**config.mk**
```make
export PLATFORM = sky130hd
export DESIGN_NAME = mem_lsu_flat
export DESIGN_NICKNAME = d
export VERILOG_FILES = /design/src/rtl/mem_lsu_if.sv /design/src/rtl/mem_lsu.sv /design/src/flat_wrapper.sv
export SDC_FILE = /design/constraint.sdc
export NUM_CORES = 1
export LEC_CHECK = 0
export CORE_AREA = 10 10 235 237
export CTS_BUF_LIST = sky130_fd_sc_hd__clkbuf_16
export CTS_CLUSTER_SIZE = 14
export DETAILED_ROUTE_END_ITERATION = 7
export DIE_AREA = 0 0 245 247
export PLACE_DENSITY = 0.47
export SYNTH_ARGS = -nofsm -noshare
export SYNTH_HDL_FRONTEND = slang
export SYNTH_SLANG_ARGS = --single-unit
```
**constraint.sdc**
```tcl
create_clock -name clk -period 2.2 [get_ports clk]
set_clock_uncertainty 0.05 [all_clocks]
set_input_delay 0.44 -clock clk [delete_from_list [all_inputs] [get_ports clk]]
set_output_delay 0.44 -clock clk [all_outputs]
set_load 0.005 [all_outputs]
```
**src/rtl/mem_lsu_if.sv**
```systemverilog
// Data-memory bus between the memory-access stage and data memory:
// valid/ready request channel plus an unhandshaked response channel.
interface mem_lsu_if;
   logic        dbus_req_valid;
   logic        dbus_req_ready;
   logic [63:0] dbus_req_addr;
   logic        dbus_req_wen;
   logic [63:0] dbus_req_wdata;
   logic [7:0]  dbus_req_wstrb;
   logic        dbus_rsp_valid;
   logic [63:0] dbus_rsp_rdata;

   // A request is taken on a rising edge where valid and ready are both 1.
   // Valid and the request fields hold until that edge.
   // A response is one cycle with rsp_valid=1 and carries no backpressure.
   modport master (
      output dbus_req_valid, dbus_req_addr, dbus_req_wen, dbus_req_wdata, dbus_req_wstrb,
      input  dbus_req_ready, dbus_rsp_valid, dbus_rsp_rdata
   );

   modport slave (
      input  dbus_req_valid, dbus_req_addr, dbus_req_wen, dbus_req_wdata, dbus_req_wstrb,
      output dbus_req_ready, dbus_rsp_valid, dbus_rsp_rdata
   );
endinterface

```
**src/rtl/mem_lsu.sv**
```systemverilog
// Memory-access pipeline stage: issues load/store transactions on the data bus,
// stalls the pipeline while one is outstanding, and aligns/extends load data.
module mem_lsu (
   input  logic             clk,
   input  logic             rst,
   input  logic [63:0]      ex_pc_i,
   input  logic             ex_valid_i,
   input  logic             ex_mem_ren,
   input  logic             ex_mem_wen,
   input  logic [1:0]       ex_mem_size,
   input  logic             ex_mem_unsigned,
   input  logic [63:0]      ex_mem_addr,
   input  logic [63:0]      ex_mem_wdata,
   input  logic [63:0]      ex_rd_data,
   input  logic [4:0]       ex_rd_addr,
   input  logic             ex_rd_ena,
   input  logic [4:0]       stall_ctrl,
   mem_lsu_if.master        dbus,
   output logic [63:0]      mem_rd_data,
   output logic [4:0]       mem_rd_addr,
   output logic             mem_rd_ena,
   output logic [63:0]      mem_pc_o,
   output logic             mem_stall_req,
   output logic             mem_misalign,
   output logic [1:0]       dbg_state
);

   typedef enum logic [1:0] {S_IDLE, S_REQ, S_WAIT, S_DONE} state_t;

   state_t      state_q, state_d;
   logic        req_valid_q, req_valid_d;
   logic [63:0] load_q, load_d;

   logic        access;
   logic        misaligned;
   logic [2:0]  lane;
   logic [63:0] rsp_shifted;
   logic [63:0] load_ext;
   logic [7:0]  strb_base;
   logic        unused_ok;

   assign lane   = ex_mem_addr[2:0];
   assign access = ex_valid_i & (ex_mem_ren | ex_mem_wen);

   always_comb begin
      misaligned = 1'b0;
      case (ex_mem_size)
         2'd1:    misaligned = ex_mem_addr[0];
         2'd2:    misaligned = (ex_mem_addr[1:0] != 2'b00);
         2'd3:    misaligned = (ex_mem_addr[2:0] != 3'b000);
         default: misaligned = 1'b0;
      endcase
      misaligned = misaligned & access;
   end

   always_comb begin
      strb_base = 8'h01;
      case (ex_mem_size)
         2'd0:    strb_base = 8'h01;
         2'd1:    strb_base = 8'h03;
         2'd2:    strb_base = 8'h0F;
         default: strb_base = 8'hFF;
      endcase
   end

   // Load lane extraction: bring the addressed bytes down to bit 0, then extend.
   assign rsp_shifted = dbus.dbus_rsp_rdata >> {lane, 3'b000};

   always_comb begin
      load_ext = rsp_shifted;
      case (ex_mem_size)
         2'd0: load_ext = ex_mem_unsigned ? {56'd0, rsp_shifted[7:0]}
                                          : {{56{rsp_shifted[7]}}, rsp_shifted[7:0]};
         2'd1: load_ext = ex_mem_unsigned ? {48'd0, rsp_shifted[15:0]}
                                          : {{48{rsp_shifted[15]}}, rsp_shifted[15:0]};
         2'd2: load_ext = ex_mem_unsigned ? {32'd0, rsp_shifted[31:0]}
                                          : {{32{rsp_shifted[31]}}, rsp_shifted[31:0]};
         default: load_ext = rsp_shifted;
      endcase
   end

   always_comb begin
      state_d = state_q;
      load_d  = load_q;
      case (state_q)
         S_IDLE: if (access && !misaligned) state_d = S_REQ;
         S_REQ:  if (dbus.dbus_req_ready) state_d = S_WAIT;
         S_WAIT: if (dbus.dbus_rsp_valid) begin
            state_d = S_DONE;
            if (ex_mem_ren) load_d = load_ext;
         end
         // Hold the result until the pipeline actually advances past this instruction.
         S_DONE: if (!stall_ctrl[3]) state_d = S_IDLE;
         default: state_d = S_IDLE;
      endcase
      req_valid_d = (state_d == S_REQ);
   end

   always_ff @(posedge clk or negedge rst) begin
      if (!rst) begin
         state_q     <= S_IDLE;
         req_valid_q <= 1'b0;
         load_q      <= 64'd0;
      end else begin
         state_q     <= state_d;
         req_valid_q <= req_valid_d;
         load_q      <= load_d;
      end
   end

   assign dbus.dbus_req_valid = req_valid_q;
   assign dbus.dbus_req_addr  = {ex_mem_addr[63:3], 3'b000};
   assign dbus.dbus_req_wen   = ex_mem_wen;
   assign dbus.dbus_req_wdata = ex_mem_wdata << {lane, 3'b000};
   assign dbus.dbus_req_wstrb = strb_base << lane;

   // The IDLE term is gated by reset so a held EX/MEM access cannot stall during reset.
   assign mem_stall_req = (rst & (state_q == S_IDLE) & access & ~misaligned)
                        | (state_q == S_REQ) | (state_q == S_WAIT);

   assign mem_rd_data  = ex_mem_ren ? load_q : ex_rd_data;
   assign mem_rd_addr  = ex_rd_addr;
   assign mem_pc_o     = ex_pc_i;
   assign mem_rd_ena   = ex_valid_i & ex_rd_ena & ~misaligned & ~mem_stall_req;
   assign mem_misalign = misaligned;
   assign dbg_state    = state_q;

   assign unused_ok = ^{stall_ctrl[4], stall_ctrl[2:0]};

endmodule

```
**src/flat_wrapper.sv**
```systemverilog
// flat-port wrapper written by rule: the top's interface ports become plain ports
module mem_lsu_flat 
  (clk, rst, ex_pc_i, ex_valid_i, ex_mem_ren, ex_mem_wen, ex_mem_size, ex_mem_unsigned, ex_mem_addr, ex_mem_wdata, ex_rd_data, ex_rd_addr, ex_rd_ena, stall_ctrl, mem_rd_data, mem_rd_addr, mem_rd_ena, mem_pc_o, mem_stall_req, mem_misalign, dbg_state, dbus_dbus_req_valid, dbus_dbus_req_addr, dbus_dbus_req_wen, dbus_dbus_req_wdata, dbus_dbus_req_wstrb, dbus_dbus_req_ready, dbus_dbus_rsp_valid, dbus_dbus_rsp_rdata);
  mem_lsu_if dbus_i ();
  input  logic clk;
  input  logic rst;
  input  logic [63:0] ex_pc_i;
  input  logic ex_valid_i;
  input  logic ex_mem_ren;
  input  logic ex_mem_wen;
  input  logic [1:0] ex_mem_size;
  input  logic ex_mem_unsigned;
  input  logic [63:0] ex_mem_addr;
  input  logic [63:0] ex_mem_wdata;
  input  logic [63:0] ex_rd_data;
  input  logic [4:0] ex_rd_addr;
  input  logic ex_rd_ena;
  input  logic [4:0] stall_ctrl;
  output logic [63:0] mem_rd_data;
  output logic [4:0] mem_rd_addr;
  output logic mem_rd_ena;
  output logic [63:0] mem_pc_o;
  output logic mem_stall_req;
  output logic mem_misalign;
  output logic [1:0] dbg_state;
  output wire logic [$bits(dbus_i.dbus_req_valid)-1:0] dbus_dbus_req_valid;
  output wire logic [$bits(dbus_i.dbus_req_addr)-1:0] dbus_dbus_req_addr;
  output wire logic [$bits(dbus_i.dbus_req_wen)-1:0] dbus_dbus_req_wen;
  output wire logic [$bits(dbus_i.dbus_req_wdata)-1:0] dbus_dbus_req_wdata;
  output wire logic [$bits(dbus_i.dbus_req_wstrb)-1:0] dbus_dbus_req_wstrb;
  input wire logic [$bits(dbus_i.dbus_req_ready)-1:0] dbus_dbus_req_ready;
  input wire logic [$bits(dbus_i.dbus_rsp_valid)-1:0] dbus_dbus_rsp_valid;
  input wire logic [$bits(dbus_i.dbus_rsp_rdata)-1:0] dbus_dbus_rsp_rdata;
  assign dbus_dbus_req_valid = dbus_i.dbus_req_valid;
  assign dbus_dbus_req_addr = dbus_i.dbus_req_addr;
  assign dbus_dbus_req_wen = dbus_i.dbus_req_wen;
  assign dbus_dbus_req_wdata = dbus_i.dbus_req_wdata;
  assign dbus_dbus_req_wstrb = dbus_i.dbus_req_wstrb;
  assign dbus_i.dbus_req_ready = dbus_dbus_req_ready;
  assign dbus_i.dbus_rsp_valid = dbus_dbus_rsp_valid;
  assign dbus_i.dbus_rsp_rdata = dbus_dbus_rsp_rdata;
  mem_lsu u_core (.clk(clk), .rst(rst), .ex_pc_i(ex_pc_i), .ex_valid_i(ex_valid_i), .ex_mem_ren(ex_mem_ren), .ex_mem_wen(ex_mem_wen), .ex_mem_size(ex_mem_size), .ex_mem_unsigned(ex_mem_unsigned), .ex_mem_addr(ex_mem_addr), .ex_mem_wdata(ex_mem_wdata), .ex_rd_data(ex_rd_data), .ex_rd_addr(ex_rd_addr), .ex_rd_ena(ex_rd_ena), .stall_ctrl(stall_ctrl), .dbus(dbus_i), .mem_rd_data(mem_rd_data), .mem_rd_addr(mem_rd_addr), .mem_rd_ena(mem_rd_ena), .mem_pc_o(mem_pc_o), .mem_stall_req(mem_stall_req), .mem_misalign(mem_misalign), .dbg_state(dbg_state));
endmodule
```
==> impl_metrics.ini <==
[status]
outcome = finished with violations
violations = negative setup slack

[sta]
max_freq_ghz = 0.4329
setup_violations = 1
timing.final.crit_share = 1.050
relSlewSlack = 0.3739
worstMarginPinSlew_ns = 0.9392
holdWs_ns = 0.2110
post-route-min-period_ns = 2.310
final_hold_viol_count = 0
slew_violations = 0
rsz0062_at_grt = true
layout_setup_ws_ns = -0.1100

[yosys]
synth-edff-count = 0
ys.flop_type = dfrtp_1
synth.distinct_cells = 51
syn-cell-area_sq_mm = 0.008330
yosysTopAreaCell = dfrtp_1
async_flop_share = 1.000
syn_inst = 1013
syn_avg_cell_area_sq_um = 8.224
synth_area_leaders = dfrtp_1, mux2_2, buf_4, mux2i_1, a21oi_1
synth-seq-cells = 67
yosysWarnings = 0
yosysTopAreaCellShare = 0.2013
seq_area_frac_synth = 0.2013

[drt]
drtIter0Drc = 456
avgRoutedWirePerCell_um = 23.66
drc = 0
vias_per_cell = 4.454
ant_nets = 0
wl_um = 47890
vias = 9014
dr.pass1.iters = 4

[worst_setup_path]
endpoint_kind = primary output
critical-path-slowest-cell = or4_4
worstSetupPathType = primary input to primary output
startpoint_type = primary input
cp_data_arrival_time_ns = 1.82
path_max_fanout = 2
critPathBufInv = 2
cpPeakStageDelay_ns = 0.50
crit_family = simple AND/OR/NAND/NOR gates
worstPathCellList = buf_6, or2_4, a22o_4, or4_4, o22ai_2, buf_2
crit_required_ns = 1.71

[pwr]
powerDensity_mw_per_mm2 = 598.0
power_mw = 8.202
p_leak_nw = 5.792
irDropWorstVdd_uv = 271.3

[clock_network]
clockRootBuffer = clkbuf_16
cts_tree = done
path_clk_slew_ns = 0.06
clock_path_buffers = 2
clkSinkCount = 67
clock_latency_ns = 0.33
numCtsBuffers = 9
cts-htree-levels = 3

[min_path]
worst_hold_path_type = primary input to async pin

[cells_and_area]
layout-drive-gt1-share = 0.3246
final_cell_mix = clkdlybuf4s50_1, buf_4, a21oi_1, nor2_1, mux2_2
layout.nets = 1676
final_common_cell = clkdlybuf4s50_1
fill_cells = 5622
syn_to_final_growth_pct = 64.66

[grt]
grt_use_total = 0.1464
grt_pass1_wl_um = 66740
antenna_found_initial = 3
gr-total-overflow = 0
grt_pass1_vias = 9639
grt_max_degree = 66

[die]
core_area_sq_mm = 0.05068
die_area_sq_mm = 0.06052
rows = 83
dieHeight_um = 247
die_w_um = 245
start_util = 0.1644
ioPinCount = 617

[place]
gp_congestion = 0.7901
placement.io_buffers = 349
hpwl_um = 36570

[run]
maxCapViolations = 0
==> power by group <==
| part | internal, mW | switching, mW | total (mW) |
|---|---|---|---|
| Combinational | 2.47 | 1.84 | 4.31 |
| Clock | 0.874 | 0.600 | 1.47 |
| Sequential | 1.86 | 0.560 | 2.42 |
==> cell families (layout without fill, tap and decap cells) <==
group | after synthesis | count (layout) | share of synthesized area
AOI/OAI and AO/OA | 270 | 270 | 0.1885
buffers and inverters | 224 | 549 | 0.1772
DFF | 67 | 67 | 0.2013
muxes | 217 | 217 | 0.3010
other | 1 | 7 | 0.0004502
and+or+nand+nor | 234 | 234 | 0.1316
==> through the flow <==
step | utilization | cell area (sq um) | setup WS [ns] | setup TNS, ns | instances
finish | 0.2707 | 13720 | -0.1100 | -0.1100 | 2024
global route | 0.2706 | 13710 | -0.1329 | -0.3017 | 2022
global placement | 0.2449 | 12410 | -0.9944 | -53.28 | 1952
floorplan | - | 8352 | 0.002095 | 0 | 1015
detailed placement | 0.2449 | 12410 | -0.9754 | -52.95 | 1952
CTS | 0.2627 | 13310 | -0.2905 | -0.4735 | 2003
==> path summary, 6_finish.rpt <==
path | startpoint | endpoint | slack [ns] | cells past startpoint
worst max-delay path | ex_mem_size[1] | mem_stall_req | -0.11 | 6
worst min-delay path | rst | u_core.load_q[34]$_DFFE_PN0P_ | 0.21 | 2
worst max register to register | u_core.dbg_state[0]$_DFF_PN0_ | u_core.load_q[43]$_DFFE_PN0P_ | 0.45 | 7
worst min register to register | u_core.load_q[0]$_DFFE_PN0P_ | u_core.load_q[0]$_DFFE_PN0P_ | 0.45 | 2
max in group asynchronous | rst | u_core.load_q[22]$_DFFE_PN0P_ | 0.79 | 3
min in group clk | u_core.load_q[0]$_DFFE_PN0P_ | u_core.load_q[0]$_DFFE_PN0P_ | 0.45 | 2
==> synth_stat cells (4+ instances only) <==
cell type	n
clkbuf_1	35
a211oi_1	22
o22ai_1	19
buf_4	144
buf_6	7
nor2_1	112
o2bb2ai_1	4
nand2b_1	9
and2_1	11
nand3b_1	7
dfrtp_1	67
mux4_2	17
mux2_2	97
o21ai_0	59
a21oi_1	120
buf_2	34
nor2b_1	27
nand2_1	54
a31oi_1	18
mux2i_1	102
==> worst reg2reg max path: stages, from the launching register on <==
cell and delay, ns:
dfrtp_1 0.38, buf_4 0.16, nor2b_1 0.22, nand3_2 0.13, buf_12 0.19, buf_4 0.24
a21oi_1 0.16, a21oi_1 0.10
==> layer usage <==
metal	vias to the layer above	GRT usage	wire (um)	part of all wire
met4	0	0.04566	1312	0.027
met2	418	0.2727	24880	0.52
li1	4140	-	-	-
met3	67	0.04402	3394	0.071
met1	4389	0.1552	18310	0.38
met5	-	0	0	0
==> layout make-up <==
cell class / instances / area, sq um / share of cell area
Clock buffer: 9 / 225.2 / 0.01642
Tap cell: 680 / 850.8 / 0.06203
Clock inverter: 7 / 67.56 / 0.004926
Multi-Input combinational cell: 724 / 5579 / 0.4067
Sequential cell: 67 / 1677 / 0.1222
Antenna cell: 4 / 10.01 / 0.0007297
Inverter: 3 / 11.26 / 0.0008209
Timing Repair Buffer: 530 / 5296 / 0.3861
==> flip-flops by register name, summed over array words and instances (netlist names) <==
name and count:
u_core.load_q 64, u_core.dbg_state 2, u_core.dbus.dbus_req_valid 1
==> repair_timing <==
item,in CTS,in global routing
endpoints found under the setup margin,123,124
setup buffers,28,14
hold buffers,1,0
resized for setup,298,96
pin swaps,11,21
endpoints found under the hold margin,2,0
cloned,6,7
No activity file was read; power rests on OpenSTA's default activity.
